$ cat src/rtl/uart_pkg.sv
// Shared definitions for the oversampling UART receiver: FSM states,
// frame constants and the sample-tick divider calculation.
package uart_pkg;

  typedef enum logic [2:0] {
    IDLE,
    START,
    DATA,
    STOP,
    BRK_WAIT
  } rx_state_e;

  localparam int   FRAME_DATA_BITS = 8;
  localparam logic IDLE_LEVEL      = 1'b1;

  // Clocks per sample tick, rounded to the nearest integer.
  function automatic int calc_div(input int clk_freq, input int baud, input int os);
    return (clk_freq + (baud * os) / 2) / (baud * os);
  endfunction

endpackage

$ cat src/rtl/uart_os_tick.sv
// Sample-tick divider: emits a one-clock tick every DIV clocks. The
// synchronous clear holds the count at zero so the tick phase can be
// realigned to an external event such as a detected start edge.
module uart_os_tick #(
  parameter int DIV = 78
) (
  input  logic clk_i,
  input  logic rst_ni,
  input  logic clr_i,
  output logic tick_o
);

  localparam int            CW   = (DIV > 1) ? $clog2(DIV) : 1;
  localparam logic [CW-1:0] LAST = CW'(DIV - 1);

  logic [CW-1:0] cnt_q, cnt_d;

  // Next count: cleared on request, otherwise wraps after DIV-1.
  always_comb begin
    cnt_d = cnt_q;
    if (clr_i) begin
      cnt_d = '0;
    end else if (cnt_q == LAST) begin
      cnt_d = '0;
    end else begin
      cnt_d = cnt_q + CW'(1);
    end
  end

  // Count register.
  always_ff @(posedge clk_i or negedge rst_ni) begin
    if (!rst_ni) begin
      cnt_q <= '0;
    end else begin
      cnt_q <= cnt_d;
    end
  end

  assign tick_o = !clr_i && (cnt_q == LAST);

endmodule

$ cat src/rtl/uart_rx_os16.sv
// Oversampling 8N1 UART receiver. The line is synchronized, sampled
// OVERSAMPLE times per bit and each bit is resolved by a 3-vote majority
// around mid-bit. Good bytes land in a valid/ready holding register;
// framing errors, breaks and overruns are reported as one-clock pulses.
module uart_rx_os16
  import uart_pkg::*;
#(
  parameter int CLK_FREQ   = 12000000,
  parameter int BAUD       = 9600,
  parameter int OVERSAMPLE = 16
) (
  input  logic       i_clk,
  input  logic       i_rst_n,
  input  logic       i_in,
  input  logic       i_ready,
  output logic [7:0] o_data,
  output logic       o_valid,
  output logic       o_frame_err,
  output logic       o_break,
  output logic       o_overrun,
  output logic       o_busy
);

  localparam int DIV = calc_div(CLK_FREQ, BAUD, OVERSAMPLE);

  // Residual rate error check: |CLK - DIV*rate| / (DIV*rate) must stay below 2%.
  localparam longint TICK_RATE = longint'(BAUD) * longint'(OVERSAMPLE);
  localparam longint ACTUAL    = longint'(DIV) * TICK_RATE;
  localparam longint RATE_ERR  = (longint'(CLK_FREQ) > ACTUAL) ?
                                 (longint'(CLK_FREQ) - ACTUAL) :
                                 (ACTUAL - longint'(CLK_FREQ));

  if (OVERSAMPLE < 8 || OVERSAMPLE > 16) begin : g_bad_os
    $error("uart_rx_os16: OVERSAMPLE must be within 8..16");
  end
  if (DIV < 1) begin : g_bad_div
    $error("uart_rx_os16: clock too slow for requested baud rate");
  end
  if (RATE_ERR * 50 >= ACTUAL) begin : g_bad_rate
    $error("uart_rx_os16: baud rate error of integer divider is 2%% or more");
  end

  // Vote positions around mid-bit and the last sample index of a bit.
  localparam int       MID      = OVERSAMPLE / 2;
  localparam logic [3:0] VOTE_A  = 4'(MID - 1);
  localparam logic [3:0] VOTE_B  = 4'(MID);
  localparam logic [3:0] RESOLVE = 4'(MID + 1);
  localparam logic [3:0] S_LAST  = 4'(OVERSAMPLE - 1);
  localparam logic [2:0] BIT_LAST = 3'(FRAME_DATA_BITS - 1);

  logic                       sync1_q, sync2_q;
  logic                       rx_s;
  logic                       tick;
  logic                       tick_clr;
  logic                       majority;

  rx_state_e                  state_q, state_d;
  logic [3:0]                 sample_q, sample_d;
  logic [2:0]                 bit_idx_q, bit_idx_d;
  logic [1:0]                 vote_q, vote_d;
  logic [FRAME_DATA_BITS-1:0] shift_q, shift_d;
  logic                       deliver_q, deliver_d;
  logic                       frame_err_q, frame_err_d;
  logic                       break_q, break_d;

  logic [7:0]                 rdata_q, rdata_d;
  logic                       valid_q, valid_d;
  logic                       overrun_q, overrun_d;

  // Two-flop synchronizer on the asynchronous serial line.
  always_ff @(posedge i_clk or negedge i_rst_n) begin
    if (!i_rst_n) begin
      sync1_q <= IDLE_LEVEL;
      sync2_q <= IDLE_LEVEL;
    end else begin
      sync1_q <= i_in;
      sync2_q <= sync1_q;
    end
  end

  assign rx_s = sync2_q;

  // Tick phase is held at zero in IDLE so sampling aligns to the start edge.
  assign tick_clr = (state_q == IDLE);

  uart_os_tick #(
    .DIV(DIV)
  ) u_tick (
    .clk_i (i_clk),
    .rst_ni(i_rst_n),
    .clr_i (tick_clr),
    .tick_o(tick)
  );

  // The third vote is the live sample taken on the resolve tick.
  assign majority = (vote_q[0] & vote_q[1]) | (vote_q[0] & rx_s) | (vote_q[1] & rx_s);

  // Receive FSM next state: sample counting, voting, shifting and frame checks.
  always_comb begin
    state_d     = state_q;
    sample_d    = sample_q;
    bit_idx_d   = bit_idx_q;
    vote_d      = vote_q;
    shift_d     = shift_q;
    deliver_d   = 1'b0;
    frame_err_d = 1'b0;
    break_d     = 1'b0;

    unique case (state_q)
      IDLE: begin
        sample_d  = '0;
        bit_idx_d = '0;
        if (rx_s == ~IDLE_LEVEL) begin
          state_d = START;
        end
      end

      START, DATA, STOP: begin
        if (tick) begin
          sample_d = (sample_q == S_LAST) ? 4'd0 : sample_q + 4'd1;
          if (sample_q == VOTE_A) begin
            vote_d[0] = rx_s;
          end
          if (sample_q == VOTE_B) begin
            vote_d[1] = rx_s;
          end
          if (sample_q == RESOLVE) begin
            if (state_q == START) begin
              if (majority) begin
                state_d = IDLE;
              end else begin
                state_d   = DATA;
                bit_idx_d = '0;
              end
            end else if (state_q == DATA) begin
              shift_d[bit_idx_q] = majority;
              if (bit_idx_q == BIT_LAST) begin
                state_d = STOP;
              end else begin
                bit_idx_d = bit_idx_q + 3'd1;
              end
            end else begin
              if (majority) begin
                deliver_d = 1'b1;
                state_d   = IDLE;
              end else if (shift_q != '0) begin
                frame_err_d = 1'b1;
                state_d     = IDLE;
              end else begin
                break_d  = 1'b1;
                state_d  = BRK_WAIT;
                sample_d = '0;
              end
            end
          end
        end
      end

      BRK_WAIT: begin
        if (tick) begin
          if (rx_s == IDLE_LEVEL) begin
            if (sample_q == S_LAST) begin
              state_d  = IDLE;
              sample_d = '0;
            end else begin
              sample_d = sample_q + 4'd1;
            end
          end else begin
            sample_d = '0;
          end
        end
      end

      default: begin
        state_d = IDLE;
      end
    endcase
  end

  // Receive FSM and datapath registers.
  always_ff @(posedge i_clk or negedge i_rst_n) begin
    if (!i_rst_n) begin
      state_q     <= IDLE;
      sample_q    <= '0;
      bit_idx_q   <= '0;
      vote_q      <= '0;
      shift_q     <= '0;
      deliver_q   <= 1'b0;
      frame_err_q <= 1'b0;
      break_q     <= 1'b0;
    end else begin
      state_q     <= state_d;
      sample_q    <= sample_d;
      bit_idx_q   <= bit_idx_d;
      vote_q      <= vote_d;
      shift_q     <= shift_d;
      deliver_q   <= deliver_d;
      frame_err_q <= frame_err_d;
      break_q     <= break_d;
    end
  end

  // Holding register: load on completion unless a full, unaccepted byte blocks it.
  always_comb begin
    rdata_d   = rdata_q;
    valid_d   = valid_q;
    overrun_d = 1'b0;
    if (deliver_q) begin
      if (valid_q && !i_ready) begin
        overrun_d = 1'b1;
      end else begin
        rdata_d = shift_q;
        valid_d = 1'b1;
      end
    end else if (valid_q && i_ready) begin
      valid_d = 1'b0;
    end
  end

  // Holding register and overrun pulse.
  always_ff @(posedge i_clk or negedge i_rst_n) begin
    if (!i_rst_n) begin
      rdata_q   <= '0;
      valid_q   <= 1'b0;
      overrun_q <= 1'b0;
    end else begin
      rdata_q   <= rdata_d;
      valid_q   <= valid_d;
      overrun_q <= overrun_d;
    end
  end

  assign o_data      = rdata_q;
  assign o_valid     = valid_q;
  assign o_frame_err = frame_err_q;
  assign o_break     = break_q;
  assign o_overrun   = overrun_q;
  assign o_busy      = (state_q != IDLE);

endmodule

$ cat config.mk
export PLATFORM = sky130hd
export DESIGN_NAME = uart_rx_os16
export DESIGN_NICKNAME = d
export VERILOG_FILES = /design/src/rtl/uart_pkg.sv /design/src/rtl/uart_os_tick.sv /design/src/rtl/uart_rx_os16.sv
export SDC_FILE = /design/constraint.sdc
export NUM_CORES = 1
export LEC_CHECK = 0
export ABC_CLOCK_PERIOD_IN_PS = 2700
export CAP_MARGIN = 20
export CORE_UTILIZATION = 50
export CTS_BUF_LIST = sky130_fd_sc_hd__clkbuf_2 sky130_fd_sc_hd__clkbuf_4 sky130_fd_sc_hd__clkbuf_8
export DETAILED_ROUTE_END_ITERATION = 6
export PLACE_DENSITY = 0.72
export SYNTH_ARGS = -nofsm -noshare
export SYNTH_HDL_FRONTEND = slang
export SYNTH_SLANG_ARGS = --single-unit
$ cat constraint.sdc
create_clock -name i_clk -period 2.7 [get_ports i_clk]
set_input_delay 0.27 -clock i_clk [delete_from_list [all_inputs] [get_ports i_clk]]
set_output_delay 0.27 -clock i_clk [all_outputs]
set_load 0.02 [all_outputs]
Word-level counts from Yosys, hierarchy flattened
Cells that the tools add are included.
{"block": "op_classes", "bitwise": 7, "n_lt_le_gt_ge": 2, "mux": 60, "n_addsub": 3, "n_reduce_logical": 21, "n_eq_ne": 21}
{"cell": "3-bit two-way mux", "n": 17}
{"cell": "4-bit two-way mux", "n": 9}
{"cell": "1-bit two-way mux", "n": 26}
{"cell": "7-bit two-way mux", "n": 2}
{"cell": "2-bit != test (second input constant)", "n": 7}
{"cell": "4-bit == test (second input constant)", "n": 3}
{"cell": "4-bit one-hot mux with 3 select lines", "n": 1}
{"cell": "3-bit != test (second input constant)", "n": 3}
{"cell": "3-bit one-hot mux with 3 select lines", "n": 1}
{"cell": "3-bit AND reduction", "n": 3}
{"cell": "8-bit bitwise mux", "n": 1}
{"cell": "8-bit nonzero test", "n": 1}
{"cell": "7-bit by 1-bit adder with 7-bit output (second input constant)", "n": 1}
{"cell": "7-bit == test (second input constant)", "n": 1}
{"cell": "7-bit AND reduction", "n": 1}
{"cell": "3-bit by 2-bit == test with 1-bit output (second input constant)", "n": 2}
{"cell": "3-bit == test (second input constant)", "n": 2}
{"cell": "3-bit one-hot mux with 2 select lines", "n": 1}
{"cell": "6-bit AND reduction", "n": 1}
{"cell": "3-bit nonzero test", "n": 2}
{"cell": "5-bit AND reduction", "n": 1}
{"cell": "4-bit by 1-bit adder with 4-bit output (second input constant)", "n": 1}
{"cell": "4-bit by 3-bit == test with 1-bit output (second input constant)", "n": 1}
{"cell": "1-bit logical AND", "n": 4}
{"cell": "other kinds (15)", "n": 22}
{"block": "totals", "output_inout_bits": 13, "reg_bits": 42, "elab_cells": 129}

Logic depth before layout (Yosys ltp)
Gate-level depths: netlist (run 1).
{"block": "logic_depth", "word_depth": 9, "mapped_depth": 8, "depth_no_buf": 7}

By module
Synthesis (run 1) repeated with hierarchy kept, for this count alone.
{"block": "hier_totals", "cells_unflattened": 183, "area_unflattened_um2": 2040.7}
{"mod": "uart_rx_os16", "n_inst": 1, "area_per_inst_um2": 1699.1, "seq_area_each_um2": 878.3, "cells_per_inst": 151}
{"mod": "uart_os_tick", "n_inst": 1, "area_per_inst_um2": 341.6, "seq_area_each_um2": 175.2, "cells_per_inst": 32}

Worst setup path before layout (run 1)
No wires, ideal clock.
{"block": "synth_path", "path_type": "flip-flop to flip-flop", "from": "reg u_tick.cnt_q[1]", "to": "reg sample_q[0]", "arrival_ps": 1865, "n_path_buf": 1, "required_time_ps": 2608, "stages_incl_launch_ff": 9, "setup_slack_ps": 744, "setup_ps": 92, "path_cell_list": "dfrtp_1 > inv_1 > ha_1 > nand4bb_1 > or2_1 > buf_2 > maj3_2 > or2_4 > o31ai_2"}
{"block": "synth_between", "elab_chain_cells": 4, "elab_cells_between_ends": 5, "classes_between": "eq/ne: 3; reduce/logical: 2"}
{"item": "from (decl)", "line_no": "uart_os_tick.sv:16", "source": "logic [CW-1:0] cnt_q, cnt_d;"}
{"item": "from (signal assigned)", "line_no": "uart_os_tick.sv:35", "source": "cnt_q <= cnt_d;"}
{"item": "7-bit == test (*)", "line_no": "uart_os_tick.sv:39", "source": "assign tick_o = !clr_i && (cnt_q == LAST);"}
{"item": "1-bit logical AND (*)", "line_no": "uart_os_tick.sv:39"}
{"item": "2-bit != test (no line)"}
{"item": "3-bit AND reduction (no line) (*)"}
{"item": "to (signal assigned)", "line_no": "uart_rx_os16.sv:193", "source": "sample_q <= sample_d;"}
{"item": "to (decl)", "line_no": "uart_rx_os16.sv:58", "source": "logic [3:0] sample_q, sample_d;"}
Mark *: on every way between the ends. The rest lies on a longest branch, timed or not.
A chain may end at the register's enable or synchronous reset.

Final worst setup path (run 1)
{"block": "layout_path", "from": "reg u_tick.cnt_q[1]", "to": "reg shift_q[6]"}
{"block": "layout_between", "elab_chain_cells": 3}
{"item": "7-bit == test", "line_no": "uart_os_tick.sv:39"}
{"item": "1-bit logical AND", "line_no": "uart_os_tick.sv:39"}
{"item": "5-bit AND reduction (no line)"}
{"item": "to (signal assigned)", "line_no": "uart_rx_os16.sv:196", "source": "shift_q <= shift_d;"}
{"item": "to (decl)", "line_no": "uart_rx_os16.sv:61", "source": "logic [FRAME_DATA_BITS-1:0] shift_q, shift_d;"}
Every way passes these cells.

==> results.rst, run 1 <==
.. list-table::
   :header-rows: 1

   * - Metric
     - Value
   * - Outcome
     - completed
   * - Longest Clk Path Bufs
     - 2
   * - Multi-input gate area
     - 891 um2
   * - Worst rel slew slack
     - 41.8%
   * - Count of pins over their slew limit
     - 0
   * - Worst vdd ir
     - 0.264 mV
   * - Synthesized area divided by synthesized cell count
     - 11.0 um2
   * - Element type at the critical path end
     - flop
   * - Cell type with the highest aggregate area in the netlist
     - dfrtp_1
   * - Clock root buffer master
     - clkbuf_8
   * - Routed length on met2
     - 1.66 mm
   * - Drt first pass iters
     - 4
   * - Ratio of cells with drive above 1 in the final layout
     - 17.5%
   * - Number of storage elements in the synthesis netlist
     - 42
   * - Power per unit of standard cell area
     - 464 mW/mm2
   * - Post-cts gate resize count
     - 0
   * - Total Routed Length
     - 3.34 mm
   * - FF-to-FF setup slack
     - 570 ps
   * - Startpoint Class
     - flop
   * - Most common cell in the synthesized netlist
     - dfrtp_1
   * - Total of warnings raised by yosys
     - 0
   * - Unrepaired setup endpoints after global routing
     - no
   * - Via count of the first global-routing pass
     - 1401
   * - Footprint of the flip-flops and latches
     - around 0.0011 mm2
   * - Startpoint of the worst register-to-register path
     - u_tick.cnt_q[1]
   * - Average routed wire per standard cell
     - 13.5 um
   * - Startpoint of the worst setup timing path
     - u_tick.cnt_q[1]
   * - Setup violators final
     - 0
   * - Area growth syn-to-layout
     - 14.6%
   * - Most numerous cell types in the synthesized netlist
     - dfrtp_1, mux2_2, nor2_1
   * - Ranking of synthesized cells by area
     - dfrtp_1, mux2_2, ha_1
   * - Initial antenna violation count
     - 0
   * - Worst hold slack
     - 83.7 ps
   * - Die Ht
     - 65.2 um
   * - Area of the mapped netlist
     - around 0.0020 mm2
   * - Most frequently used flop master after synthesis
     - dfrtp_1
   * - TritonCTS clock tree
     - yes
   * - Wire length of the first global-routing pass
     - 6.20 mm
   * - Vias per Instance
     - 5.65
   * - Required time of the critical path
     - 2890 ps
   * - Distinct cells, synth
     - 42
   * - Final hold violation count
     - 0
   * - Class of the most critical hold timing path
     - input port to asynchronous set/reset pin
   * - Post-synthesis sequential area ratio
     - 52.8%
   * - Worst Max-Slew Pin Slew
     - 872 ps
   * - Htree depth
     - 2
   * - Final net count
     - 210
   * - Via count of the routed design
     - 1401
   * - Worst Reg-to-Reg Cells
     - 7
   * - Total of fill cells in the finished design
     - 322
   * - Data arrival at the endpoint of the critical path
     - 2310 ps
   * - Number of instances in the synthesized netlist
     - 181
   * - Worst reg2reg endpoint
     - shift_q[6]
   * - Clock-pin transition on the worst setup and hold timing paths
     - approximately 80 ps
   * - Crit path time final
     - 2130 ps
   * - Total die area
     - 0.00425 mm2
   * - Ratio of final minimum period to clock period
     - just under 80%
   * - Std-Cell Rows
     - 22
   * - Port bufs
     - 16
   * - Net count of the mapped netlist
     - 192
   * - Die outline width
     - 65.2 um
   * - Reported leakage power
     - 0.00105 uW
   * - Initial drt markers
     - 52
   * - Fin util
     - 61.0%
   * - Remaining antenna violation count
     - 0
   * - Max-Cap Viols
     - 0
   * - DRC violations left
     - 0
   * - Classification of the worst setup path
     - flop to flop
   * - Placed wire-length estimate
     - approximately 2.4 mm
   * - Top achievable clock speed
     - 470 MHz
   * - Final worst clock skew
     - 7.85 ps
   * - Number of buffers created by CTS
     - 5
   * - Max Fanout on Critical Path
     - 8
   * - Number of buffers inserted for hold repair after clock tree synthesis
     - 0
   * - Area of the core region
     - ~0.0037 mm2
   * - Topmost layer with routed signal wires
     - met4
   * - Yosys top cell area share
     - 50.2%
   * - Io pins
     - 17
   * - Post-CTS Setup Repair Bufs
     - 0
   * - Count of flip-flops with a built-in enable after synthesis
     - 0
   * - DR WL met3
     - 113 um
   * - Routability congestion estimate from global placement
     - 0.890
   * - Antenna diode count
     - 0
   * - Starting utilization of the core area
     - between 50% and 60%
   * - Accumulated negative setup slack
     - 0 ps
   * - Met1 Routed Length
     - 1.51 mm
   * - Total gr overflow
     - 0
   * - Later-pin clock latency in the skew report
     - 290 ps
   * - Count of clock tree sinks
     - 42
   * - Share of flip-flops with an asynchronous set or reset after synthesis
     - 100%
   * - Pin count of the biggest net entering global routing
     - 43
   * - Global-route usage over all layers
     - 19.4%
[where the power goes]
group	internal (uW)	switching, uW	leakage [uW]
combinational	3.36	11.4	0.000433
sequential	631	1.33	0.000565
clock	205	207	0.0000472
[area by class of cell]
class | count | area share, %
flip-flops and latches | 42 | 46.1
multi-input cells | 126 | 39.0
repair buffers | 16 | 6.79
clock buffers | 6 | 3.61
well taps | 48 | 2.63
inverters | 8 | 1.31
clock inverters | 2 | 0.548
[placed cells by master, fill, tap and decap left out, drive strengths merged, types with 4 or more instances in the layout]
cell	count
xor2	4
and3	4
a21oi	4
inv	8
clkbuf	6
nand2	17
nand3	4
nand4	5
nor3	8
mux2	19
dfrtp	40
ha	7
clkdlybuf4s50	15
nor2	19
[flip-flops by register name, summed over array words and instances (netlist names)]
| signal | count |
|---|---|
| o_data | 8 |
| shift_q | 8 |
| u_tick.cnt_q | 7 |
| sample_q | 4 |
| bit_idx_q | 3 |
| state_q | 3 |
| vote_q | 2 |
| deliver_q | 1 |
| o_break | 1 |
| o_frame_err | 1 |
| o_overrun | 1 |
| o_valid | 1 |
| rx_s | 1 |
| sync1_q | 1 |
[worst max path at each step]
| stage | end | slack, ps |
|---|---|---|
| floorplan | sample_q[0] | 740 |
| global placement | shift_q[6] | 650 |
| detailed placement | shift_q[6] | 600 |
| CTS | shift_q[6] | 570 |
| global route | shift_q[6] | 300 |
| finish | shift_q[6] | 570 |
[through the flow]
step / total power (uW) / instance area (um2) / setup slack (ps) / instances
final: 1060 / 2280 / 573 / 248
after global routing: 1110 / 2280 / 299 / 248
after CTS: 1080 / 2280 / 569 / 248
after detailed placement: 661 / 2190 / 596 / 240
after global placement: 661 / 2190 / 650 / 240
after floorplan: 645 / 1990 / 744 / 181
[metal layers]
layer	vias up	GRT usage, %
met1	695	23.9
met5	-	0
met4	0	6.52
li1	676	-
met3	5	5.90
met2	25	32.3
[worst max-delay path, stage by stage, from the launching register on]
cell       delay, ps
dfrtp_1          410
inv_1             70
ha_1             130
nand4bb_1        150
nor3_2           410
nand3_1          210
nor4_1           260
mux2_2           370
[cell families after synthesis]
family / count (synthesis) / share of synthesized area (%)
mux: 19 / 10.7
xor+xnor: 5 / 2.20
fa+ha+maj: 9 / 5.46
buf+inv: 13 / 2.51
simple gates: 74 / 19.2
flops: 42 / 52.8
compound gates: 19 / 7.09
Power figures use the tool's default switching activity.
==> inputs of run 2 (changes only) <==
--- a/config.mk
+++ b/config.mk
@@ -5,12 +5,12 @@
 export SDC_FILE = /design/constraint.sdc
 export NUM_CORES = 1
 export LEC_CHECK = 0
-export ABC_CLOCK_PERIOD_IN_PS = 2700
+export ABC_CLOCK_PERIOD_IN_PS = 1800
 export CAP_MARGIN = 20
 export CORE_UTILIZATION = 50
 export CTS_BUF_LIST = sky130_fd_sc_hd__clkbuf_2 sky130_fd_sc_hd__clkbuf_4 sky130_fd_sc_hd__clkbuf_8
 export DETAILED_ROUTE_END_ITERATION = 6
-export PLACE_DENSITY = 0.72
+export PLACE_DENSITY = 0.75
 export SYNTH_ARGS = -nofsm -noshare
 export SYNTH_HDL_FRONTEND = slang
 export SYNTH_SLANG_ARGS = --single-unit
==> constraint.sdc (replaced) <==
create_clock -name i_clk -period 1.8 [get_ports i_clk]
set_input_delay 0.18 -clock i_clk [delete_from_list [all_inputs] [get_ports i_clk]]
set_output_delay 0.18 -clock i_clk [all_outputs]
set_load 0.02 [all_outputs]
==> run 2 against run 1 <==
Effect of this change: the run now ends with setup timing left; sequential cell count unchanged; combinational power grew 100%; routed wire length increased by 30%; largest cell class unchanged.
==> results.rst, run 2 (synthesis results as in run 1) <==
.. list-table::
   :header-rows: 1

   * - Metric
     - Value
   * - Die Ht
     - between 60 and 70 um
   * - Starting utilization of the core area
     - 53.3%
   * - Most numerous cell on the critical path
     - or2_4
   * - DRC violations left
     - 0
   * - Accumulated negative setup slack
     - -476 ps
   * - Ratio of cells with drive above 1 in the final layout
     - 35.5%
   * - Highest-count cells in the layout ignoring fill and taps
     - dfrtp_1, buf_4, nand2_1, nor2_1
   * - Worst Max-Slew Pin Slew
     - ~470 ps
   * - Most common cell after layout, fill and taps aside
     - dfrtp_1
   * - Failing checks
     - setup timing
   * - Crit path time final
     - 1890 ps
   * - Multi-input gate area
     - 0.00103 mm2
   * - Setup violators final
     - 13
   * - Port bufs
     - 16
   * - Via count of the first global-routing pass
     - 1584
   * - Via count of the routed design
     - ~1600
   * - Worst vdd ir
     - 0.471 mV
   * - Classification of the worst setup path
     - flop to flop
   * - Average routed wire per standard cell
     - ~16 um
   * - Number of buffers created by CTS
     - 5
   * - Total Routed Length
     - around 4.4 mm
   * - TritonCTS clock tree
     - yes
   * - Ratio of final minimum period to clock period
     - 105%
   * - Count of pins over their slew limit
     - 0
   * - Htree depth
     - 2
   * - Fin util
     - 72.0%
   * - Family with the most delay on the worst path
     - simple AND/OR/NAND/NOR gates
   * - Slowest stage cell on the critical path
     - dfrtp_1
   * - Footprint of the flip-flops and latches
     - about 0.0011 mm2
   * - Cell Count, Final, Fillers Out
     - roughly 280
   * - Placed wire-length estimate
     - approximately 3 mm
   * - Outcome
     - finished with violations
   * - Required time of the critical path
     - 2020 ps
   * - Final worst clock skew
     - 10.3 ps
   * - Antenna diode count
     - 0
   * - Area growth syn-to-layout
     - 35.1%
   * - Worst rel slew slack
     - 68.7%
   * - Class of the most critical hold timing path
     - input port to flop
   * - Total of fill cells in the finished design
     - 265
   * - Die outline width
     - around 65 um
   * - Startpoint Class
     - flop
   * - Final WS setup
     - -85.1 ps
   * - Global-route usage over all layers
     - 23.2%
   * - Pin count of the biggest net entering global routing
     - 24
   * - Clock-pin transition on the worst setup and hold timing paths
     - 80 ps
   * - Initial drt markers
     - 40
   * - Drt first pass iters
     - 4
   * - Data arrival at the endpoint of the critical path
     - approximately 2100 ps
   * - Unrepaired setup endpoints after global routing
     - yes
   * - Max-Cap Viols
     - 0
   * - Reported leakage power
     - 0.00123 uW
   * - Routability congestion estimate from global placement
     - 0.936
   * - FF-to-FF setup slack
     - -90 ps
   * - Max Fanout on Critical Path
     - 5
   * - Total die area
     - about 0.0042 mm2
   * - Longest Clk Path Bufs
     - 2
   * - Initial antenna violation count
     - 0
   * - Later-pin clock latency in the skew report
     - 300 ps
   * - Area of the core region
     - 0.00374 mm2
   * - Power per unit of standard cell area
     - 642 mW/mm2
   * - Overall power
     - 1730 uW
   * - Count of clock tree sinks
     - 42
   * - Element type at the critical path end
     - flop
   * - Io pins
     - 17
   * - Clock root buffer master
     - clkbuf_8
   * - Top achievable clock speed
     - about 530 MHz
   * - Slowest cell delay on critical path
     - between 300 and 400 ps
   * - Number of buffer and inverter stages on the critical path
     - 1
   * - Remaining antenna violation count
     - 0
   * - Final hold violation count
     - 0
   * - Total gr overflow
     - 0
   * - Placed Cells incl. Taps
     - 266
   * - Vias per Instance
     - 5.56
   * - Ordered list of cells on the worst path
     - inv_1 > ha_1 > nand4bb_1 > or2_4 > maj3_2 > or2_4 > o31ai_2
   * - Std-Cell Rows
     - 22
   * - Wire length of the first global-routing pass
     - 7.29 mm
   * - Final net count
     - approximately 240
-- run 2: final timing paths --
check,start,to,depth (start not counted)
max,u_tick.cnt_q[1],sample_q[0],7
min,i_in,sync1_q,1
max reg2reg,u_tick.cnt_q[1],sample_q[0],7
min reg2reg,sync1_q,rx_s,0
max in group asynchronous,i_rst_n,sync1_q,3
min in group asynchronous,i_rst_n,o_data[1],2
-- run 2: power by group --
part / switching (uW) / leakage, uW / internal [uW]
Combinational: 18.9 / 0.000607 / 11.1
Clock: 322 / 0.0000548 / 429
Sequential: 2.86 / 0.000563 / 947
Total: 344 / 0.00123 / 1390
-- run 2: per-layer routing --
layer / global-route usage [%] / wire [um] / vias to the layer above / share of wire, %
li1: - / - / 735 / -
met1: 25.5 / 1780 / 768 / 41
met2: 42.3 / 2300 / 41 / 53
met3: 6.60 / 190 / 8 / 4.4
met4: 8.70 / 87 / 0 / 2.0
met5: 0 / 0 / - / 0
-- run 2: cell type report --
type | count | share of cell area (%)
flip-flops and latches | 42 | 39.1
multi-input cells | 126 | 38.3
repair buffers | 47 | 15.0
clock buffers | 6 | 2.83
well taps | 48 | 2.23
clock inverters | 2 | 1.39
inverters | 8 | 1.11
-- run 2: through the flow --
step	setup WS, ps	hold slack (ps)	cell area, um2
after floorplan	-102	-116	2000
after global placement	-97.3	152	2400
after detailed placement	-199	161	2400
after CTS	-113	285	2610
after global routing	-192	296	2700
final	-85.1	287	2700
-- run 2: timing repair --
item                                    CTS  global route
pin swaps                                 3             7
endpoints found under the setup margin   15            21
buffers inserted                          2             2
hold buffers                              1             0
gates resized for setup                  18            13
hold endpoints to repair                 19             0
==> inputs of run 3 (changes only) <==
--- a/config.mk
+++ b/config.mk
@@ -7,10 +7,10 @@
 export LEC_CHECK = 0
 export ABC_CLOCK_PERIOD_IN_PS = 1800
 export CAP_MARGIN = 20
-export CORE_UTILIZATION = 50
+export CORE_UTILIZATION = 45
 export CTS_BUF_LIST = sky130_fd_sc_hd__clkbuf_2 sky130_fd_sc_hd__clkbuf_4 sky130_fd_sc_hd__clkbuf_8
 export DETAILED_ROUTE_END_ITERATION = 6
-export PLACE_DENSITY = 0.75
+export PLACE_DENSITY = 0.69
 export SYNTH_ARGS = -nofsm -noshare
 export SYNTH_HDL_FRONTEND = slang
 export SYNTH_SLANG_ARGS = --single-unit
==> run 3 against run 2 <==
Effect of this change: clock-buffer cell count decreased by 1; critical path type unchanged; non-clock buffer count increased by 5; combinational power increased by 3%; via count increased by 3.2%; power decreased by 7.1%; die area increased by 11%; sequential cell count unchanged; the run still ends with setup timing left; worst hold slack improved by 2.4 ps; highest routed layer unchanged; critical path depth unchanged.
==> results.rst, run 3 (synthesis results as in run 1) <==
.. list-table::
   :header-rows: 1

   * - Metric
     - Value
   * - Outcome
     - finished with violations
   * - Failing checks
     - setup timing
   * - Total gr overflow
     - 0
   * - Total Routed Length
     - 4.57 mm
   * - Die Ht
     - 68.6 um
   * - Top achievable clock speed
     - 526 MHz
   * - Port bufs
     - 16
   * - Via count of the routed design
     - 1602
   * - Count of clock tree sinks
     - 42
   * - Area growth syn-to-layout
     - 39.2%
   * - Slowest stage cell on the critical path
     - dfrtp_1
   * - Number of buffer and inverter stages on the critical path
     - 1
   * - Starting utilization of the core area
     - around 48%
   * - Most common cell after layout, fill and taps aside
     - dfrtp_1
   * - Max-Cap Viols
     - 0
   * - FF-to-FF setup slack
     - -100 ps
   * - Average routed wire per standard cell
     - approximately 16 um
   * - Longest Clk Path Bufs
     - 2
   * - Required time of the critical path
     - 2010 ps
   * - Ratio of final minimum period to clock period
     - 106%
   * - Remaining antenna violation count
     - 0
   * - Family with the most delay on the worst path
     - simple AND/OR/NAND/NOR gates
   * - Die outline width
     - around 69 um
   * - Final net count
     - 246
   * - Setup violators final
     - 14
   * - Slowest cell delay on critical path
     - 380 ps
   * - Worst hold slack
     - 290 ps
   * - Crit path time final
     - 1900 ps
   * - Vias per Instance
     - 5.60
   * - Drt first pass iters
     - 4
   * - Htree depth
     - 2
   * - Power per unit of standard cell area
     - 579 mW/mm2
   * - Most numerous cell on the critical path
     - or2_4
   * - Max Fanout on Critical Path
     - 4
   * - Ratio of cells with drive above 1 in the final layout
     - roughly 39%
   * - Clock root buffer master
     - clkbuf_8
   * - Global-route usage over all layers
     - between 20% and 30%
   * - Routability congestion estimate from global placement
     - between 0.9 and 1
   * - Final WS setup
     - -102 ps
   * - Count of pins over their slew limit
     - 0
   * - Ordered list of cells on the worst path
     - inv_1 > ha_1 > nand4bb_1 > or2_4 > maj3_2 > or2_4 > o31ai_4
   * - Area of the core region
     - 0.00412 mm2
   * - Fin util
     - 67.5%
   * - Startpoint Class
     - flop
   * - Total die area
     - 0.00470 mm2
   * - Initial antenna violation count
     - 0
   * - Later-pin clock latency in the skew report
     - 310 ps
   * - Antenna diode count
     - 0
   * - Via count of the first global-routing pass
     - between 1500 and 2000
   * - Worst rel slew slack
     - 65.4%
   * - Clock-pin transition on the worst setup and hold timing paths
     - around 80 ps
   * - Placed wire-length estimate
     - 3.10 mm
   * - DRC violations left
     - 0
   * - Element type at the critical path end
     - flop
   * - Io pins
     - 17
   * - Highest-count cells in the layout ignoring fill and taps
     - dfrtp_1, buf_4, nor2_1
   * - Final worst clock skew
     - roughly 15 ps
   * - Std-Cell Rows
     - 23
   * - Data arrival at the endpoint of the critical path
     - about 2100 ps
   * - Final hold violation count
     - 0
   * - Wire length of the first global-routing pass
     - 7.29 mm
   * - Number of buffers created by CTS
     - 5
   * - Unrepaired setup endpoints after global routing
     - yes
   * - Worst vdd ir
     - slightly below 0.5 mV
   * - Reported leakage power
     - 0.00127 uW
   * - Classification of the worst setup path
     - flop to flop
   * - Class of the most critical hold timing path
     - input port to flop
   * - Initial drt markers
     - 56
   * - Pin count of the biggest net entering global routing
     - 23
   * - TritonCTS clock tree
     - yes
   * - Worst Max-Slew Pin Slew
     - 520 ps
run 3: cell types whose count changed in the layout (fill, tap and decap cells not counted), sizes merged:
| cell | delta |
|---|---|
| clkdlybuf4s15 | +1 |
| buf | +5 |
| dlygate4sd2 | -1 |
| clkinv | +1 |
| bufinv | -1 |
| clkbuf | -1 |
| inv | +1 |
run 3: through the flow:
stage	power [uW]	area [um2]	worst slack [ps]	TNS [ps]	std cells
after floorplan	968	2000	-102	-708	181
after global placement	996	2420	-82.6	-452	271
after detailed placement	998	2420	-162	-1310	271
after CTS	1630	2650	-93.6	-659	284
after global routing	1670	2780	-200	-2250	286
final	1610	2780	-102	-793	286
run 3: cell type report:
type	count	area (um2)
clock inverters	3	25.0
clock buffers	5	68.8
flip-flops and latches	42	1050
fillers	286	1340
inverters	8	30.0
well taps	50	62.6
multi-input cells	126	1090
repair buffers	52	444
run 3: routing by layer:
layer,wire (um),global-route usage [%],vias up
met4,134,11.7,0
met5,0,0,-
met2,2320,36.6,54
met1,1930,26.1,785
li1,-,-,750
met3,186,6.09,13
run 3: path summary, 6_finish.rpt:
path,start,endpoint,depth (start not counted)
max reg2reg,u_tick.cnt_q[1],sample_q[0],7
min in group asynchronous,i_rst_n,o_data[1],2
max in group asynchronous,i_rst_n,rx_s,3
min reg2reg,sync1_q,rx_s,0
max,u_tick.cnt_q[1],sample_q[0],7
min,i_in,sync1_q,1
run 3: where the power goes:
part	switching (uW)	internal, uW
registers	2.16	947
logic	20.0	10.9
clock network	348	280
run 3: timing repair:
item | 4_1_cts | 5_1_grt
hold buffers | 1 | 0
setup buffers | 4 | 2
endpoints found under the setup margin | 16 | 20
gates resized for setup | 21 | 22
pin swaps | 3 | 5
endpoints found under the hold margin | 20 | 0
run 3: worst register-to-register path, cell delays in order, from the launching register on:
cell       delay, ps
dfrtp_1          380
inv_1             60
ha_1             140
nand4bb_1        160
or2_4            310
maj3_2           340
or2_4            270
o31ai_4          160
==> RTL change 1, RTL diff (settings of run 1) <==
Set the parameter `BAUD` to 2400 (it was 9600).
--- a/src/rtl/uart_rx_os16.sv
+++ b/src/rtl/uart_rx_os16.sv
@@ -6,7 +6,7 @@
   import uart_pkg::*;
 #(
   parameter int CLK_FREQ   = 12000000,
-  parameter int BAUD       = 9600,
+  parameter int BAUD       = 2400,
   parameter int OVERSAMPLE = 16
 ) (
   input  logic       i_clk,
Function: same outputs for any inputs over 10 cycles, from zero or initial values and one cycle with i_rst_n low; that may be too few to reach the edited logic, so the function may still have changed.
==> RTL change 1 against run 1 <==
Synthesized cell count increased by 7.2%; clock skew decreased by 0.0051 ns; routed wire length increased by 15%; die area increased by 7.7%; sequential cell count increased by 2; non-clock buffer count unchanged; sequential power increased by 4.7%; sequential share of layout area decreased by 0.60 points; synthesized area increased by 7.9%; global-route usage increased by 0.55 points; power increased by 6.2%; final area increased by 6.1%; setup slack improved by 0.057 ns; critical path type is now reg2out; largest cell class unchanged; largest power group unchanged.
==> RTL change 1: results (changes against run 1) <==
outcome = finished, final reports clean
post-synthesis mux area share = 0.0942 (-0.0131)
Worst Path Arrival = 1.80 ns (-0.51 ns)
Worst Setup SP = state_q[2]
HPWL after detailed placement = 2740 µm (+14%)
Non-CTS inverters = 11 (+3)
reg2reg end = shift_q[2]
Synth area leaders = dfrtp_1 49%, mux2_2 5.8%, ha_1 4.1%
WHS = 0.114 ns (+0.0300 ns)
Setup Skew = 0.00272 ns (-0.00512 ns)
slowest stage delay, CP = 0.62 ns (+0.21 ns)
WP buf/inv = 2 (+1)
Total GRT Usage = 0.199 (+0.00554)
Multi-input gate area = 965 µm² (+8.3%)
filler cell count = 324 (+0.62%)
slew of the pin with the lowest slew margin = 0.959 ns (+0.0861 ns)
signal buffers share of area = 0.0640 (-0.00392)
minimum clock period = 2.07 ns (-0.0569 ns)
NetSw = 0.000242 W (+10%)
Final nets = 220 (+4.8%)
Seq pwr share = 0.589 (-0.008)
Iter 0 DRT Violations = 62 (+19%)
first-pass GRT wire length = 6520 µm (+5.2%)
clock network area share = 0.0402 (-0.00137)
area share of fa/ha/maj cells after synthesis = 0.0512 (-0.00342)
register area share after synthesis = 0.513 (-0.0154)
vias in the first global route = 1423 (+1.6%)
Comb power = 0.0000160 W (+9%)
seq pwr = 0.000663 W (+4.7%)
#MultiIn Comb = 131 (+4.0%)
most instantiated cells after synthesis = 42 x dfrtp_1, 20 x nor2_1, 15 x nand2_1
Mapped Nets = 205 (+6.8%)
Seq area share = 0.455 (-0.00601)
crit path to = o_busy
crit path max fanout = 10 (+2)
Via-to-Cell Ratio = 5.69 (+0.76%)
drt wl/cell = 14.8 µm (+9.5%)
#FFs+latches synth = 44 (+4.8%)
CP max-delay cell = clkdlybuf4s50_1
crit-path leading delay family = buffers and inverters
crit end category = primary output
P_leak = 1.13 nW (+8.1%)
post-synthesis compound-gate area fraction = 0.0674 (-0.00345)
[RTL change 1: worst min-delay path by stage]
| stage | from | endpoint | depth (start not counted) |
|---|---|---|---|
| 3_3_place_gp | sync1_q | rx_s | 0 |
| 6_report | i_rst_n | u_tick.cnt_q[8] | 1 |
| 3_5_place_dp | sync1_q | rx_s | 0 |
| 2_1_floorplan | i_rst_n | bit_idx_q[0] | 0 |
| 4_1_cts | i_rst_n | u_tick.cnt_q[8] | 1 |
| 5_1_grt | i_rst_n | u_tick.cnt_q[3] | 1 |
[RTL change 1: through the flow]
step | util | instances
2_1_floorplan | - | 194
3_3_place_gp | 0.574 | 252
3_5_place_dp | 0.574 | 252
4_1_cts | 0.598 | 260
5_1_grt | 0.598 | 260
6_report | 0.598 | 260
[RTL change 1: per-layer routing]
layer / wire length, µm / GRT usage / up-vias
li1: - / - / 708
met1: 1870 / 0.259 / 731
met2: 1720 / 0.286 / 28
met3: 117 / 0.0524 / 13
met4: 131 / 0.138 / 0
met5: 0 / 0 / -
==> RTL change 2, RTL diff (config.mk and constraints of run 1) <==
Made on the original files. Make the reset (`i_rst_n` and `rst_ni`) synchronous in 4 clocked blocks. Comments in the files are not updated.
--- a/src/rtl/uart_os_tick.sv
+++ b/src/rtl/uart_os_tick.sv
@@ -28,7 +28,7 @@
   end
 
   // Count register.
-  always_ff @(posedge clk_i or negedge rst_ni) begin
+  always_ff @(posedge clk_i) begin
     if (!rst_ni) begin
       cnt_q <= '0;
     end else begin
--- a/src/rtl/uart_rx_os16.sv
+++ b/src/rtl/uart_rx_os16.sv
@@ -68,7 +68,7 @@
   logic                       overrun_q, overrun_d;
 
   // Two-flop synchronizer on the asynchronous serial line.
-  always_ff @(posedge i_clk or negedge i_rst_n) begin
+  always_ff @(posedge i_clk) begin
     if (!i_rst_n) begin
       sync1_q <= IDLE_LEVEL;
       sync2_q <= IDLE_LEVEL;
@@ -178,7 +178,7 @@
   end
 
   // Receive FSM and datapath registers.
-  always_ff @(posedge i_clk or negedge i_rst_n) begin
+  always_ff @(posedge i_clk) begin
     if (!i_rst_n) begin
       state_q     <= IDLE;
       sample_q    <= '0;
@@ -218,7 +218,7 @@
   end
 
   // Holding register and overrun pulse.
-  always_ff @(posedge i_clk or negedge i_rst_n) begin
+  always_ff @(posedge i_clk) begin
     if (!i_rst_n) begin
       rdata_q   <= '0;
       valid_q   <= 1'b0;
Function: differs if i_rst_n is asserted again (counterexample within 4 cycles, from zero or initial values and one cycle with i_rst_n low); with i_rst_n held inactive, the same outputs for 10 cycles.
==> RTL change 2 against run 1 <==
Setup slack improved by 0.10 ns; via count increased by 6.7%; sequential cell count unchanged; synthesized cell count up 15%; fmax is 5.0% higher; register-to-register slack improved by 0.27 ns; routed wire length grew 11%; synthesized area increased by 1.8%; critical path depth shrank 5; non-clock buffer count grew 1; sequential share of layout area fell by 9.5 points; final area is 0.49% higher; critical path type is now reg2out.
Power is not compared: it rests on default switching activity, and its combinational part moved more than twofold at a synthesized area within 25%.
==> RTL change 2: results (changes against run 1) <==
R2R depth = 4 (-3)
Placed Area = 2190 µm² (-0.11%)
Final nets = 233 (+11%)
register area share after synthesis = 0.414 (-0.114)
Final Non-Filler Cells = 271 (+9.3%)
post-cts repair resize count = 0 (unchanged)
largest net degree at the start of global routing = 31 (-28%)
WHS Path Cells = 1
crit path to = o_busy
RD Place Congestion = 0.859 (-3.5%)
Worst Setup SP = state_q[0]
layout cells sized above 1 = 0.0897 (-0.0853)
reg2reg end = shift_q[3]
crit path max fanout = 14 (+6)
Worst Path Arrival = 1.76 ns (-0.55 ns)
CP max-delay cell = dfxtp_1
Syn Area/Cell = 9.76 µm² (-11%)
slew of the pin with the lowest slew margin = 0.519 ns (-0.353 ns)
vias in the first global route = 1466 (+4.6%)
drt wl/cell = 13.7 µm (+1.5%)
Worst R2R Start = state_q[1]
Iter 0 DRT Violations = 55 (+5.8%)
dpl cells = 263 (+9.6%)
most instantiated cells after synthesis = 42 x dfxtp_1, 17 x nor2b_1, 15 x mux2i_1
HPWL after detailed placement = 2700 µm (+12%)
Via-to-Cell Ratio = 5.52 (-2.3%)
Synth Flop Type = dfxtp_1
first-pass GRT wire length = 6260 µm (+1.0%)
filler cell count = 327 (+1.6%)
Synth Warn # = 0 (unchanged)
Setup Skew = 0.00331 ns (-0.00454 ns)
Hold WC Path Type = reg2reg
Total GRT Usage = 0.193 (-0.000336)
Mapped Nets = 219 (+14%)
P_leak = 0.878 nW
CTS Buf Count = 5 (unchanged)
Synth area leaders = dfxtp_1 41%, mux2i_1 7.4%, nor2b_1 5.2%
slowest stage delay, CP = 0.65 ns (+0.24 ns)
outcome = finished, final reports clean
reg2reg setup slack = 0.84 ns (+0.27 ns)
crit-path leading delay family = flip-flops
-- RTL change 2: metal layers --
metal  GRT usage  up-vias  wire [µm]
li1            -      763          -
met1       0.219      693       1700
met2       0.330       30       1790
met3      0.0521        9        129
met4      0.0951        0         80
met5           0        -          0
-- RTL change 2: cells by family (layout without fill, tap and decap cells) --
family	Yosys count	count (layout)	share of synthesized area
AND/OR/NAND/NOR	90	90	0.272
multiplexers	15	15	0.0740
AO/OA/AOI/OAI	31	31	0.119
adder cells (fa/ha/maj)	9	9	0.0536
buffers and inverters	16	31	0.0456
XOR/XNOR	5	5	0.0216
flip-flops	42	42	0.414
-- RTL change 2: through the flow --
stage | hold slack (ns) | total power, W | setup WS [ns] | util
after CTS | 0.428 | 0.00116 | 0.675 | 0.609
final | 0.428 | 0.00114 | 0.675 | 0.609
after detailed placement | 0.404 | 0.000681 | 0.880 | 0.580
after floorplan | 0.371 | 0.000671 | 1.01 | -
after global routing | 0.459 | 0.00120 | 0.610 | 0.609
after global placement | 0.397 | 0.000679 | 0.951 | 0.580
-- RTL change 2: cell type report --
| type | instances | area [µm²] | share of cell area |
|---|---|---|---|
| Clock buffer | 5 | 68.8 | 0.0300 |
| Clock inverter | 3 | 40.0 | 0.0174 |
| Inverter | 6 | 22.5 | 0.00981 |
| Multi-Input combinational cell | 150 | 1100 | 0.477 |
| Sequential cell | 42 | 841 | 0.366 |
| Tap cell | 48 | 60.1 | 0.0262 |
| Timing Repair Buffer | 17 | 168 | 0.0730 |
-- RTL change 2: where the power goes --
| group | internal [W] | leakage (nW) | switching, W |
|---|---|---|---|
| combinational | 0.0000199 | 0.481 | 0.0000184 |
| sequential | 0.000622 | 0.339 | 0.00000614 |
| clock | 0.000272 | 0.0579 | 0.000206 |
| total | 0.000914 | 0.878 | 0.000231 |
